===== src/rtl/md4_block_loader_if.sv =====
// Stream-in / block-out handshake bundle for md4_block_loader.
// The loader binds to the slave modport; the upstream/downstream side uses master.
interface md4_block_loader_if;
  logic         in_valid;
  logic         in_ready;
  logic [31:0]  in_data;
  logic         in_last;
  logic [2:0]   in_bytes;
  logic         blk_valid;
  logic         blk_ready;
  logic [511:0] blk_data;
  logic         blk_last;

  modport master (
    output in_valid, in_data, in_last, in_bytes, blk_ready,
    input  in_ready, blk_valid, blk_data, blk_last
  );

  modport slave (
    input  in_valid, in_data, in_last, in_bytes, blk_ready,
    output in_ready, blk_valid, blk_data, blk_last
  );
endinterface


===== src/rtl/md4_block_loader.sv =====
// Packs little-endian 32-bit message words into 512-bit MD4 blocks.
// Define MD4_PAD_EN to append the 0x80 pad byte and 64-bit bit-length field.
module md4_block_loader (
  input  logic                      clk,
  input  logic                      rst,
  md4_block_loader_if.slave         bus
);

  typedef enum logic [1:0] {FILL, EMIT, EXTRA} state_e;

  state_e       state_q;
  logic [3:0]   w_q;
  logic [511:0] blk_q;
  logic         blk_last_q;

  logic [2:0]   nbytes;
  logic [31:0]  word_d;
  logic [511:0] blk_d;

`ifdef MD4_PAD_EN
  logic [60:0]  byte_cnt_q;
  logic         pend_extra_q;
  logic         pad64_q;
  logic [2:0]   eff_bytes;
  logic [6:0]   pad_pos;
  logic [60:0]  cnt_sum;
  logic [511:0] extra_d;
`endif

  assign bus.in_ready  = (state_q == FILL);
  assign bus.blk_valid = (state_q == EMIT);
  assign bus.blk_data  = blk_q;
  assign bus.blk_last  = blk_last_q;

  // Final-word byte count: anything outside 1..3 means a full word.
  always_comb begin
    unique case (bus.in_bytes)
      3'd1, 3'd2, 3'd3: nbytes = bus.in_bytes;
      default:          nbytes = 3'd4;
    endcase
  end

  // NOTE: always_comb uses blocking assignments and gives every output a
  // default first, so later partial overrides can never infer a latch.
  always_comb begin
    word_d = bus.in_data;
    if (bus.in_last) begin
      for (int k = 0; k < 4; k++) begin
        if (k >= int'(nbytes)) word_d[8*k +: 8] = 8'h00;
      end
    end
    blk_d = blk_q;
    blk_d[{w_q, 5'b00000} +: 32] = word_d;
`ifdef MD4_PAD_EN
    eff_bytes = bus.in_last ? nbytes : 3'd4;
    pad_pos   = {1'b0, w_q, 2'b00} + {4'b0000, eff_bytes};
    cnt_sum   = byte_cnt_q + 61'(eff_bytes);
    if (bus.in_last) begin
      if (!pad_pos[6]) blk_d[{pad_pos[5:0], 3'b000} +: 8] = 8'h80;
      if (pad_pos <= 7'd55) blk_d[511:448] = {cnt_sum, 3'b000};
    end
    // Trailing length-only block; the pad byte lands here only when p hit 64.
    extra_d          = '0;
    extra_d[511:448] = {byte_cnt_q, 3'b000};
    if (pad64_q) extra_d[7:0] = 8'h80;
`endif
  end

  always_ff @(posedge clk) begin
    if (rst) begin
      // NOTE: the block buffer is reset on purpose: a discarded partial
      // message must never leak into the next block's zero-filled tail.
      state_q    <= FILL;
      w_q        <= '0;
      blk_q      <= '0;
      blk_last_q <= 1'b0;
`ifdef MD4_PAD_EN
      byte_cnt_q   <= '0;
      pend_extra_q <= 1'b0;
      pad64_q      <= 1'b0;
`endif
    end else begin
      unique case (state_q)
        FILL: begin
          if (bus.in_valid) begin
            blk_q <= blk_d;
            w_q   <= w_q + 4'd1;
`ifdef MD4_PAD_EN
            byte_cnt_q <= cnt_sum;
`endif
            if (bus.in_last) begin
              state_q <= EMIT;
`ifdef MD4_PAD_EN
              blk_last_q   <= (pad_pos <= 7'd55);
              pend_extra_q <= (pad_pos > 7'd55);
              pad64_q      <= pad_pos[6];
`else
              blk_last_q <= 1'b1;
`endif
            end else if (w_q == 4'd15) begin
              state_q    <= EMIT;
              blk_last_q <= 1'b0;
            end
          end
        end
        EMIT: begin
          if (bus.blk_ready) begin
            blk_q      <= '0;
            w_q        <= '0;
            blk_last_q <= 1'b0;
`ifdef MD4_PAD_EN
            if (blk_last_q) byte_cnt_q <= '0;
            pend_extra_q <= 1'b0;
            state_q      <= pend_extra_q ? EXTRA : FILL;
`else
            state_q <= FILL;
`endif
          end
        end
        EXTRA: begin
`ifdef MD4_PAD_EN
          blk_q      <= extra_d;
          blk_last_q <= 1'b1;
          pad64_q    <= 1'b0;
          state_q    <= EMIT;
`else
          state_q <= FILL;
`endif
        end
        default: state_q <= FILL;
      endcase
    end
  end

endmodule


===== src/flat_wrapper.sv =====
// flat-port wrapper written by rule: the top's interface ports become plain ports
module md4_block_loader_flat 
  (clk, rst, bus_in_valid, bus_in_data, bus_in_last, bus_in_bytes, bus_blk_ready, bus_in_ready, bus_blk_valid, bus_blk_data, bus_blk_last);
  md4_block_loader_if bus_i ();
  input  logic clk;
  input  logic rst;
  input wire logic [$bits(bus_i.in_valid)-1:0] bus_in_valid;
  input wire logic [$bits(bus_i.in_data)-1:0] bus_in_data;
  input wire logic [$bits(bus_i.in_last)-1:0] bus_in_last;
  input wire logic [$bits(bus_i.in_bytes)-1:0] bus_in_bytes;
  input wire logic [$bits(bus_i.blk_ready)-1:0] bus_blk_ready;
  output wire logic [$bits(bus_i.in_ready)-1:0] bus_in_ready;
  output wire logic [$bits(bus_i.blk_valid)-1:0] bus_blk_valid;
  output wire logic [$bits(bus_i.blk_data)-1:0] bus_blk_data;
  output wire logic [$bits(bus_i.blk_last)-1:0] bus_blk_last;
  assign bus_i.in_valid = bus_in_valid;
  assign bus_i.in_data = bus_in_data;
  assign bus_i.in_last = bus_in_last;
  assign bus_i.in_bytes = bus_in_bytes;
  assign bus_i.blk_ready = bus_blk_ready;
  assign bus_in_ready = bus_i.in_ready;
  assign bus_blk_valid = bus_i.blk_valid;
  assign bus_blk_data = bus_i.blk_data;
  assign bus_blk_last = bus_i.blk_last;
  md4_block_loader u_core (.clk(clk), .rst(rst), .bus(bus_i));
endmodule

===== config.mk =====
export PLATFORM = sky130hd
export DESIGN_NAME = md4_block_loader_flat
export DESIGN_NICKNAME = d
export VERILOG_FILES = /design/src/rtl/md4_block_loader_if.sv /design/src/rtl/md4_block_loader.sv /design/src/flat_wrapper.sv
export SDC_FILE = /design/constraint.sdc
export NUM_CORES = 1
export LEC_CHECK = 0
export BUFFER_PORTS_ARGS = -buffer_cell sky130_fd_sc_hd__buf_2
export CORE_AREA = 2 2 219 221
export CTS_CLUSTER_SIZE = 28
export DETAILED_ROUTE_END_ITERATION = 10
export DIE_AREA = 0 0 221 223
export PLACE_DENSITY = 0.72
export SLEW_MARGIN = 20
export SYNTH_ARGS = -nofsm -noshare
export SYNTH_HDL_FRONTEND = slang
export SYNTH_SLANG_ARGS = --single-unit

===== constraint.sdc =====
create_clock -name clk -period 2.9 [get_ports clk]
set_clock_uncertainty 0.05 [all_clocks]
set_input_delay 0.435 -clock clk [delete_from_list [all_inputs] [get_ports clk]]
set_output_delay 0.435 -clock clk [all_outputs]
set_load 0.01 [all_outputs]

==> reports/metrics.csv, run 1 <==
stage,metric,value,unit
drt,Residual DRC,0,
drt,drt total wl,74900,um
logic_synthesis,Mapped Nets,2116,
critical_path,R2R setup slack,260,ps
timing,worst slew margin relative to its limit,28.7,%
timing,crit share post-route,90.9,%
logic_synthesis,distinct cell type count of the synthesized netlist,46,
clocking,Max H-tree Level,2,
hold_path,end of the worst hold path,u_core.state_q[0]$_SDFFE_PP0P_,
clocking,number of buffers inserted for hold repair after clock tree synthesis,0,
clocking,insertion delay to the later sink of the worst-skew pair,590,ps
final_layout,post-route core utilization,51.4,%
critical_path,type of origin of the critical path,flop,
critical_path,Worst setup EP type,flop,
power,VDD IR-drop max,463,uV
logic_synthesis,post-synth top area cell,sky130_fd_sc_hd__dfxtp_1,
timing,slew at the pin closest to its max-slew limit,1070,ps
clocking,clock input transition at the sequential cells of the worst setup and hold paths,70,ps
drt,DRT iter0 DRCs,1844,
power,power per cell area,626,nW/um2
floorplan,number of I/O pins,555,
place,post-placement worst setup slack,303,ps
logic_synthesis,area share of the leading cell type in the synthesized netlist,55.6,%
timing,setup violators final,0,
clocking,cts bufs inserted,52,
critical_path,CP Data Required Time,3380,ps
logic_synthesis,number of warning messages in the yosys log,0,
clocking,clk root buf,sky130_fd_sc_hd__clkbuf_16,
floorplan,starting density of the core,39.6,%
logic_synthesis,sequential element share of the synthesized area,55.6,%
critical_path,highest net fanout along the worst path,8,
logic_synthesis,Post-synth EDFFs,0,
floorplan,placeable core region,47100,um2
power,Power Total,0.0152,W
clocking,TritonCTS Sinks,518,
critical_path,arrival time of the worst setup path,3120,ps
floorplan,die span in y,223,um
drt,ratio of routed vias to standard cells,5.71,
timing,min setup slack post-route,264,ps
grt,GRT Resource Usage Total,28.8,%
hold_path,critical hold path startpoint,rst,
logic_synthesis,flip-flop and latch count after synthesis,518,
logic_synthesis,number of instances in the synthesized netlist,2072,
floorplan,x dimension of the die,221,um
place,number of placed instances with taps included,3140,
timing,endpoints failing hold,0,
logic_synthesis,biggest area contributors in the synthesized netlist,"sky130_fd_sc_hd__dfxtp_1 56%, sky130_fd_sc_hd__a22o_1 6.4%, sky130_fd_sc_hd__nand3_1 6.0%, sky130_fd_sc_hd__nand2_1 5.6%, sky130_fd_sc_hd__a22oi_1 4.9%",
final_layout,Final nets,2623,
timing,unrepaired setup endpoints after global routing,no,
hold_path,classification of the worst-slack hold path,in -> reg,
logic_synthesis,Mean Syn Cell Area,9.01,um2
logic_synthesis,commonest register cell after synthesis,sky130_fd_sc_hd__dfxtp_1,
grt,first-pass GRT wire length,110000,um
grt,largest net degree at the start of global routing,140,
power,Static Leak,10.5,nW
grt,via count of the first global-routing pass,17400,
clocking,number of buffers on the longest clock path,3,
outcome,outcome,"complete, no violations",
job,Max Cap Viol,0,
hold_path,hold path depth,2,
logic_synthesis,Post-synth ARST share,0,%
critical_path,startpoint-to-endpoint class of the critical path,reg -> reg,
drt,number of detailed-route iterations in the first pass,6,
timing,achievable clock frequency,379,MHz
final_layout,non-filler instance count after layout,3239,
critical_path,worst reg-to-reg path cell count,7,
clocking,TritonCTS clock tree,done,
drt,via count of the routed design,18500,
place,number of input and output port buffers inserted,554,
final_layout,share of final-layout standard cells stronger than drive strength 1,29.1,%
drt,per-cell routed wire length,23.1,um
grt,total congestion overflow after global routing,0,
grt,number of antenna violations at the first check in global routing,5,
timing,post-layout min period,2640,ps
logic_synthesis,Netlist Area Pre-Place,18700,um2
timing,final-report max-slew violation count,0,
critical_path,reg-to-reg startpoint,u_core.w_q[0]$_SDFFE_PP0P_,
timing,Fin Setup TNS,0,ps
floorplan,cell row count,80,
floorplan,die area,49300,um2
clocking,post-CTS setup buffer count,0,
critical_path,r2r endpoint,u_core.bus.blk_data[217]$_SDFFE_PP0P_,
clocking,Post-CTS Resized,0,
final_layout,layout overhead on the synthesized area,30.0,%
drt,post-route ant nets,0,
place,half-perimeter wire length of the detailed placement result,51500,um
place,Routability Congestion,0.851,
## final cells by class
type / count / area, um2
well taps: 615 / 769
flip-flops and latches: 518 / 10400
multi-input cells: 1352 / 7620
clock inverters: 21 / 235
repair buffers: 640 / 3670
clock buffers: 74 / 1530
fillers: 4308 / 22900
inverters: 15 / 56.3
diodes: 4 / 10.0
## registers in the layout (all words and copies together) (netlist names)
signal / cells
u_core.bus.blk_data: 512
u_core.bus.blk_last: 1
u_core.state_q: 1
u_core.w_q: 4
## cells in the mapped netlist (2+ instances only)
cell type                  number
sky130_fd_sc_hd__nor3_4         2
sky130_fd_sc_hd__buf_4          3
sky130_fd_sc_hd__clkbuf_1     146
sky130_fd_sc_hd__a22oi_1      121
sky130_fd_sc_hd__o21a_1         5
sky130_fd_sc_hd__nand2b_1       4
sky130_fd_sc_hd__o22ai_1        2
sky130_fd_sc_hd__mux2i_1        9
sky130_fd_sc_hd__or4_4          2
sky130_fd_sc_hd__a32oi_1       32
sky130_fd_sc_hd__nand2_1      277
sky130_fd_sc_hd__inv_1         15
sky130_fd_sc_hd__xnor2_1        2
sky130_fd_sc_hd__or2_2          5
sky130_fd_sc_hd__buf_2         29
sky130_fd_sc_hd__xor2_1         2
sky130_fd_sc_hd__a31oi_1       38
sky130_fd_sc_hd__o21ai_0       20
sky130_fd_sc_hd__and2_1        16
sky130_fd_sc_hd__nor2b_1       23
sky130_fd_sc_hd__buf_1          9
sky130_fd_sc_hd__ha_1           4
sky130_fd_sc_hd__nand3_1      222
sky130_fd_sc_hd__a21oi_1      176
sky130_fd_sc_hd__o32ai_1        8
sky130_fd_sc_hd__nor3_2         3
sky130_fd_sc_hd__a22o_1       136
sky130_fd_sc_hd__nand4_1        2
sky130_fd_sc_hd__nor4_1         4
sky130_fd_sc_hd__nand3b_1       3
sky130_fd_sc_hd__a211o_1        2
sky130_fd_sc_hd__dfxtp_1      518
sky130_fd_sc_hd__nor2_1       217
sky130_fd_sc_hd__nor4_4         3
## critical path, stage by stage (launching register included)
cell and delay (ps):
sky130_fd_sc_hd__dfxtp_1 310, sky130_fd_sc_hd__inv_1 70, sky130_fd_sc_hd__ha_1 310, sky130_fd_sc_hd__nor3b_1 490
sky130_fd_sc_hd__or4_4 300, sky130_fd_sc_hd__nor4_4 70, sky130_fd_sc_hd__nor2_1 700, sky130_fd_sc_hd__a22o_1 270
## where the power goes
group / switching [W] / total, W / internal (W)
sequential: 0.0000198 / 0.00717 / 0.00715
clock: 0.00294 / 0.00697 / 0.00403
combinational: 0.000795 / 0.00104 / 0.000245
## placed cells by master (no fill, tap or decap), types with 53 or more instances in the layout
| cell | Yosys | routed |
|---|---|---|
| sky130_fd_sc_hd__nand3_1 | 222 | 222 |
| sky130_fd_sc_hd__a21oi_1 | 176 | 172 |
| sky130_fd_sc_hd__buf_2 | 29 | 553 |
| sky130_fd_sc_hd__clkbuf_16 | 0 | 53 |
| sky130_fd_sc_hd__a22oi_1 | 121 | 121 |
| sky130_fd_sc_hd__dfxtp_1 | 518 | 517 |
| sky130_fd_sc_hd__nor2_1 | 217 | 210 |
| sky130_fd_sc_hd__a22o_1 | 136 | 136 |
| sky130_fd_sc_hd__nand2_1 | 277 | 276 |
| sky130_fd_sc_hd__buf_4 | 3 | 67 |
## through the flow
stage          hold slack (ps)  cell area (um2)
2_1_floorplan              428            18700
3_3_place_gp               390            22500
3_5_place_dp               394            22500
4_1_cts                   92.4            24200
5_1_grt                    115            24200
6_report                   129            24300
## worst max path at each step
stage                                     from                                    end  slack (ps)  cells after the start
floorplan           u_core.w_q[0]$_SDFFE_PP0P_  u_core.bus.blk_data[216]$_SDFFE_PP0P_         390                      9
global placement                 bus_blk_ready  u_core.bus.blk_data[219]$_SDFFE_PP0P_         370                      7
detailed placement  u_core.w_q[1]$_SDFFE_PP0P_  u_core.bus.blk_data[218]$_SDFFE_PP0P_         300                      7
CTS                 u_core.w_q[0]$_SDFFE_PP0P_  u_core.bus.blk_data[217]$_SDFFE_PP0P_         280                      7
global route        u_core.w_q[2]$_SDFFE_PP0P_  u_core.bus.blk_data[217]$_SDFFE_PP0P_         130                      6
finish              u_core.w_q[0]$_SDFFE_PP0P_  u_core.bus.blk_data[217]$_SDFFE_PP0P_         260                      7
## routing by layer
layer	up-vias	routed length, um	global-route usage [%]
met2	1099	34700	46.4
met3	177	7800	7.49
met5	-	27	0
li1	8353	-	-
met4	4	3130	12.3
met1	8873	29300	36.7
## logic make-up after synthesis
group	synth area share, %
fa+ha+maj	0.268
simple gates	18.8
xor+xnor	0.188
buf+inv	4.32
compound gates	20.3
mux	0.483
flops	55.6
Power figures use the tool's default switching activity.
==> run 2, diff against run 1 <==
--- a/config.mk
+++ b/config.mk
@@ -6,11 +6,11 @@
 export NUM_CORES = 1
 export LEC_CHECK = 0
 export BUFFER_PORTS_ARGS = -buffer_cell sky130_fd_sc_hd__buf_2
-export CORE_AREA = 2 2 219 221
+export CORE_MARGIN = 1.5
+export CORE_UTILIZATION = 25
 export CTS_CLUSTER_SIZE = 28
 export DETAILED_ROUTE_END_ITERATION = 10
-export DIE_AREA = 0 0 221 223
-export PLACE_DENSITY = 0.72
+export PLACE_DENSITY = 0.53
 export SLEW_MARGIN = 20
 export SYNTH_ARGS = -nofsm -noshare
 export SYNTH_HDL_FRONTEND = slang
==> run 2 against run 1 <==
Against the previous run:
- sequential cell count is the same
- wire length grew 13%
- global-route usage shrank 8.0 points
- first-iteration DRC count shrank 23%
- count of clock-buffer cells in the layout grew 5
- critical endpoint is now u_core.bus.blk_data[398]$_SDFFE_PP0P_
==> reports/metrics.csv, run 2 (synthesized netlist as in run 1, its figures left out) <==
stage,metric,value,unit,change
critical_path,Worst setup EP type,flop,,
place,Routability Congestion,0.807,,-5.2%
timing,unrepaired setup endpoints after global routing,no,,
drt,Residual DRC,0,,unchanged
grt,first-pass GRT wire length,120000,um,+8.6%
final_layout,non-filler instance count after layout,3604,,+11%
drt,post-route ant nets,0,,unchanged
clocking,clock input transition at the sequential cells of the worst setup and hold paths,60,ps,about the same
critical_path,reg-to-reg startpoint,u_core.state_q[0]$_SDFFE_PP0P_,,
clocking,Max H-tree Level,2,,unchanged
clocking,clk root buf,sky130_fd_sc_hd__clkbuf_16,,
floorplan,number of I/O pins,555,,unchanged
clocking,TritonCTS clock tree,done,,
drt,ratio of routed vias to standard cells,4.97,,-13%
power,power per cell area,637,nW/um2,+1.8%
clocking,number of buffers on the longest clock path,3,,unchanged
final_layout,most frequent cells in the layout,"553 x sky130_fd_sc_hd__buf_2, 517 x sky130_fd_sc_hd__dfxtp_1, 276 x sky130_fd_sc_hd__nand2_1",,
power,VDD IR-drop max,496,uV,+7.3%
power,Power Total,0.0159,W,+4.8%
timing,endpoints failing hold,0,,unchanged
hold_path,end of the worst hold path,u_core.bus.blk_data[59]$_SDFFE_PP0P_,,
drt,via count of the routed design,17900,,-3.3%
drt,number of detailed-route iterations in the first pass,5,,-1
place,number of input and output port buffers inserted,554,,unchanged
outcome,outcome,"complete, no violations",,
final_layout,max reg flops,512,,unchanged
timing,final-report max-slew violation count,0,,unchanged
timing,setup violators final,0,,unchanged
final_layout,most common library cell in the layout ignoring fill and taps,sky130_fd_sc_hd__buf_2,,
final_layout,Final nets,2642,,+0.72%
job,Max Cap Viol,0,,unchanged
grt,GRT Resource Usage Total,20.8,%,-8.0 points
drt,DRT iter0 DRCs,1422,,-23%
power,Static Leak,10.6,nW,+1.6%
floorplan,cell row count,99,,+24%
clocking,insertion delay to the later sink of the worst-skew pair,630,ps,+40 ps
grt,number of antenna violations at the first check in global routing,3,,-2
hold_path,classification of the worst-slack hold path,in -> reg,,
grt,largest net degree at the start of global routing,163,,+16%
drt,per-cell routed wire length,23.6,um,+1.8%
critical_path,worst reg-to-reg path cell count,8,,+1
critical_path,R2R setup slack,150,ps,-110 ps
timing,achievable clock frequency,364,MHz,-4.0%
timing,post-layout min period,2750,ps,+110 ps
floorplan,placeable core region,73500,um2,+56%
place,number of placed instances with taps included,3490,,+11%
floorplan,die area,76300,um2,+55%
final_layout,share of final-layout standard cells stronger than drive strength 1,30.0,%,+0.87 points
place,half-perimeter wire length of the detailed placement result,57700,um,+12%
timing,hold slack,115,ps,-14.2 ps
timing,crit share post-route,94.7,%,+3.8 points
critical_path,CP Data Required Time,3320,ps,-60 ps
place,post-placement worst setup slack,75.7,ps,-228 ps
critical_path,type of origin of the critical path,flop,,
timing,min setup slack post-route,154,ps,-110 ps
hold_path,critical hold path startpoint,bus_in_data[27],,
floorplan,x dimension of the die,276,um,+25%
critical_path,startpoint-to-endpoint class of the critical path,reg -> reg,,
clocking,TritonCTS Sinks,518,,unchanged
final_layout,number of filler instances in the final layout,7667,,+78%
critical_path,highest net fanout along the worst path,24,,+16
grt,via count of the first global-routing pass,17000,,-2.5%
timing,worst slew margin relative to its limit,3.98,%,-25 points
floorplan,starting density of the core,25.4,%,-14 points
floorplan,die span in y,276,um,+24%
critical_path,r2r endpoint,u_core.bus.blk_data[398]$_SDFFE_PP0P_,,
critical_path,arrival time of the worst setup path,3170,ps,+50 ps
timing,Fin Setup TNS,0,ps,unchanged
final_layout,layout overhead on the synthesized area,33.9,%,
hold_path,hold path depth,3,,+1
clocking,cts bufs inserted,58,,+12%
drt,drt total wl,84900,um,+13%
grt,total congestion overflow after global routing,0,,unchanged
timing,slew at the pin closest to its max-slew limit,1430,ps,+365 ps
==> run 2: cell count changes in the layout (fill, tap and decap cells not counted), sizes merged <==
cell      previous run  this run
nor2               217       219
clkbuf              74        79
clkinv              10        17
diode                4         1
clkinvlp             3         2
buf                640       649
a21oi              176       178
==> run 2: where the power goes <==
group	leakage, nW	internal, W	switching (W)
clock network	0.980	0.00442	0.00319
registers	4.17	0.00715	0.0000228
logic	5.48	0.000258	0.000864
total	10.6	0.0118	0.00408
==> run 2: area by class of cell <==
type	instances	area (um2)	share of cell area (%)
sequential	518	10400	41.5
inverter	15	56.3	0.225
timing repair buffer	649	3690	14.8
antenna	1	2.50	0.0100
multi-input combinational	1356	7700	30.8
clock buffer	79	1680	6.72
clock inverter	27	289	1.16
tap	959	1200	4.80
==> run 2: repair_timing <==
action	CTS	global route
gates resized for setup	0	3
hold buffers	0	0
buffers inserted	0	2
setup endpoints to repair	0	128
==> run 2: stage by stage <==
stage | area [um2] | util [%]
after global placement | 22900 | 31.2
final | 25000 | 34.0
after CTS | 24900 | 33.9
after detailed placement | 22900 | 31.2
after floorplan | 18700 | -
after global routing | 25000 | 34.0
==> run 2: critical path, cell delays in order (launching register included) <==
cell and delay, ps:
sky130_fd_sc_hd__dfxtp_2 340, sky130_fd_sc_hd__buf_4 220, sky130_fd_sc_hd__inv_1 80, sky130_fd_sc_hd__nor2_1 1080, sky130_fd_sc_hd__buf_4 280, sky130_fd_sc_hd__a31oi_4 40
sky130_fd_sc_hd__buf_12 190, sky130_fd_sc_hd__a22oi_1 210, sky130_fd_sc_hd__nor2_1 70
==> run 2: how the worst max path moves through the flow <==
stage	startpoint	to
after global placement	u_core.w_q[0]$_SDFFE_PP0P_	u_core.bus.blk_data[497]$_SDFFE_PP0P_
after detailed placement	u_core.w_q[0]$_SDFFE_PP0P_	u_core.bus.blk_data[484]$_SDFFE_PP0P_
after global routing	u_core.w_q[0]$_SDFFE_PP0P_	u_core.bus.blk_data[424]$_SDFFE_PP0P_
final	u_core.state_q[0]$_SDFFE_PP0P_	u_core.bus.blk_data[398]$_SDFFE_PP0P_
after floorplan	u_core.w_q[0]$_SDFFE_PP0P_	u_core.bus.blk_data[216]$_SDFFE_PP0P_
after CTS	u_core.w_q[0]$_SDFFE_PP0P_	u_core.bus.blk_data[499]$_SDFFE_PP0P_
==> run 2: per-layer routing <==
layer / global-route usage [%] / up-vias / wire length (um)
met1: 27.0 / 8610 / 36400
li1: - / 8398 / -
met2: 33.6 / 757 / 39200
met4: 6.43 / 0 / 2410
met5: 0 / - / 0
met3: 5.70 / 133 / 6880
==> run 3, diff against run 2 <==
--- a/config.mk
+++ b/config.mk
@@ -11,6 +11,7 @@
 export CTS_CLUSTER_SIZE = 28
 export DETAILED_ROUTE_END_ITERATION = 10
 export PLACE_DENSITY = 0.53
+export RECOVER_POWER = 25
 export SLEW_MARGIN = 20
 export SYNTH_ARGS = -nofsm -noshare
 export SYNTH_HDL_FRONTEND = slang
==> run 3 against run 2 <==
Against the previous run:
- clock power about the same
- worst setup slack better by 26 ps
- combinational power about the same
- core utilization is 0.43 points lower
- fmax is 0.94% higher
- sequential cell count stayed put
- critical path depth unchanged
==> reports/metrics.csv, run 3 (synthesized netlist as in run 1, its figures left out) <==
stage,metric,value,unit,change
power,Seq pwr share,45.1,%,about the same
drt,DRT iter0 DRCs,1474,,+3.7%
job,Max Cap Viol,0,,unchanged
timing,Fin Setup TNS,0,ps,unchanged
clocking,TritonCTS Sinks,518,,unchanged
final_layout,post-route core utilization,33.6,%,-0.43 points
place,Routability Congestion,0.807,,unchanged
floorplan,placeable core region,73500,um2,unchanged
power,Static Leak,9.50,nW,-11%
timing,post-layout min period,2720,ps,-25.5 ps
final_layout,area of all placed cells without fillers,24700,um2,-1.3%
critical_path,CP Data Required Time,3320,ps,about the same
critical_path,cell-by-cell listing of the critical path,"buf_4, inv_1, nor2_1, buf_4, a31oi_4, buf_12, a22oi_1, nor2_1",,
power,share of total power in combinational logic,7.0,%,about the same
critical_path,Critical Path Max Stage Delay,1050,ps,-30 ps
timing,slew at the pin closest to its max-slew limit,1400,ps,-34.4 ps
timing,setup violators final,0,,unchanged
drt,post-route ant nets,0,,unchanged
floorplan,die span in y,276,um,unchanged
timing,endpoints failing hold,0,,unchanged
timing,achievable clock frequency,368,MHz,+0.94%
timing,hold slack,122,ps,+7.48 ps
timing,final-report max-slew violation count,0,,unchanged
critical_path,arrival time of the worst setup path,3140,ps,-30 ps
power,power per cell area,645,nW/um2,+1.3%
hold_path,classification of the worst-slack hold path,in -> reg,,
clocking,cts bufs inserted,58,,unchanged
critical_path,cell type of the slowest stage on the worst timing path,sky130_fd_sc_hd__nor2_1,,
clocking,clk root buf,sky130_fd_sc_hd__clkbuf_16,,
place,half-perimeter wire length of the detailed placement result,57700,um,unchanged
final_layout,most frequent cells in the layout,"517 x sky130_fd_sc_hd__dfxtp_1, 295 x sky130_fd_sc_hd__buf_2, 276 x sky130_fd_sc_hd__nand2_1",,
drt,ratio of routed vias to standard cells,4.96,,-0.16%
final_layout,Final nets,2642,,unchanged
place,number of placed instances with taps included,3490,,unchanged
grt,total congestion overflow after global routing,0,,unchanged
floorplan,die area,76300,um2,unchanged
timing,crit share post-route,93.8,%,-0.88 points
floorplan,starting density of the core,25.4,%,unchanged
clocking,number of buffers inserted for hold repair after clock tree synthesis,0,,unchanged
final_layout,max reg flops,512,,unchanged
critical_path,origin of the worst setup path,u_core.state_q[0]$_SDFFE_PP0P_,,
final_layout,non-filler instance count after layout,3608,,+0.11%
critical_path,count of buffer and inverter cells on the critical path,4,,unchanged
power,share of total power consumed by net switching,25.7,%,+0.041 points
critical_path,family with the most delay on the worst path,simple AND/OR/NAND/NOR gates,,
clocking,TritonCTS clock tree,done,,
final_layout,most common library cell in the layout ignoring fill and taps,sky130_fd_sc_hd__dfxtp_1,,
drt,via count of the routed design,17900,,-0.050%
clocking,insertion delay to the later sink of the worst-skew pair,620,ps,about the same
final_layout,layout overhead on the synthesized area,32.3,%,
drt,number of detailed-route iterations in the first pass,6,,+1
critical_path,highest net fanout along the worst path,24,,unchanged
drt,per-cell routed wire length,23.6,um,about the same
power,VDD IR-drop max,493,uV,-0.65%
timing,unrepaired setup endpoints after global routing,no,,
floorplan,number of I/O pins,555,,unchanged
power,P_int,0.0118,W,about the same
critical_path,startpoint-to-endpoint class of the critical path,reg -> reg,,
drt,Residual DRC,0,,unchanged
grt,largest net degree at the start of global routing,163,,unchanged
grt,via count of the first global-routing pass,17000,,unchanged
power,part of the total power dissipated in the clock network,47.9,%,about the same
place,number of input and output port buffers inserted,554,,unchanged
final_layout,share of final-layout standard cells stronger than drive strength 1,20.2,%,-9.8 points
hold_path,critical hold path startpoint,bus_in_data[27],,
timing,worst slew margin relative to its limit,6.29,%,+2.3 points
drt,drt total wl,85000,um,about the same
power,net switching component of the power,0.00409,W,+0.18%
grt,number of antenna violations at the first check in global routing,3,,unchanged
grt,GRT Resource Usage Total,20.8,%,unchanged
clocking,number of buffers on the longest clock path,3,,unchanged
critical_path,reg-to-reg startpoint,u_core.state_q[0]$_SDFFE_PP0P_,,
floorplan,cell row count,99,,unchanged
clocking,clock input transition at the sequential cells of the worst setup and hold paths,60,ps,about the same
clocking,Max H-tree Level,2,,unchanged
critical_path,Worst setup EP type,flop,,
critical_path,type of origin of the critical path,flop,,
grt,first-pass GRT wire length,120000,um,unchanged
place,placed cell area,22900,um2,unchanged
floorplan,x dimension of the die,276,um,unchanged
outcome,outcome,"complete, no violations",,
run 3: cell types whose count changed in the layout (fill, tap and decap cells not counted):
| cell | change |
|---|---|
| sky130_fd_sc_hd__buf_2 | -258 |
| sky130_fd_sc_hd__diode_2 | +4 |
| sky130_fd_sc_hd__clkbuf_1 | +258 |
run 3: power by group through the flow:
stage / Clock, W / Combinational, W / Sequential (W)
after floorplan: 0 / 0.000517 / 0.00735
after global placement: 0 / 0.00112 / 0.00733
after detailed placement: 0 / 0.00111 / 0.00733
after CTS: 0.00775 / 0.00111 / 0.00718
after global routing: 0.00803 / 0.00120 / 0.00718
final: 0.00762 / 0.00112 / 0.00718
run 3: path summary, 6_finish.rpt:
kind                                           end  cells after the start  slack (ps)
min           u_core.bus.blk_data[59]$_SDFFE_PP0P_                      3         120
min reg2reg  u_core.bus.blk_data[207]$_SDFFE_PP0P_                      2         400
max          u_core.bus.blk_data[398]$_SDFFE_PP0P_                      8         180
max reg2reg  u_core.bus.blk_data[398]$_SDFFE_PP0P_                      8         180
run 3: final cells by class:
cell class / count / area, um2
antenna: 5 / 12.5
clock buffer: 79 / 1680
clock inverter: 27 / 289
fill: 7794 / 48800
inverter: 15 / 56.3
multi-input combinational: 1356 / 7700
sequential: 518 / 10400
tap: 959 / 1200
timing repair buffer: 649 / 3370
run 3: what timing repair did:
action / CTS / global route
setup endpoints to repair: 0 / 128
gates resized for setup: 0 / 3
hold endpoints to repair: 0 / 0
buffers inserted: 0 / 2
run 3: worst reg2reg max path: stages, from the launching register on:
cell and delay (ps):
sky130_fd_sc_hd__dfxtp_2 340, sky130_fd_sc_hd__buf_4 220, sky130_fd_sc_hd__inv_1 80, sky130_fd_sc_hd__nor2_1 1050, sky130_fd_sc_hd__buf_4 280, sky130_fd_sc_hd__a31oi_4 40, sky130_fd_sc_hd__buf_12 190, sky130_fd_sc_hd__a22oi_1 240
sky130_fd_sc_hd__nor2_1 70
run 3: metal layers:
metal | share of wire [%] | up-vias | track usage [%]
met5 | 0 | - | 0
met4 | 2.8 | 0 | 6.43
met3 | 7.9 | 132 | 5.70
met2 | 46 | 717 | 33.6
met1 | 43 | 8634 | 27.0
li1 | - | 8406 | -
run 3: through the flow:
stage,total power [W],worst slack [ps]
detailed placement,0.00845,75.7
global placement,0.00845,126
floorplan,0.00787,393
finish,0.0159,180
CTS,0.0160,60.7
global route,0.0164,30.6
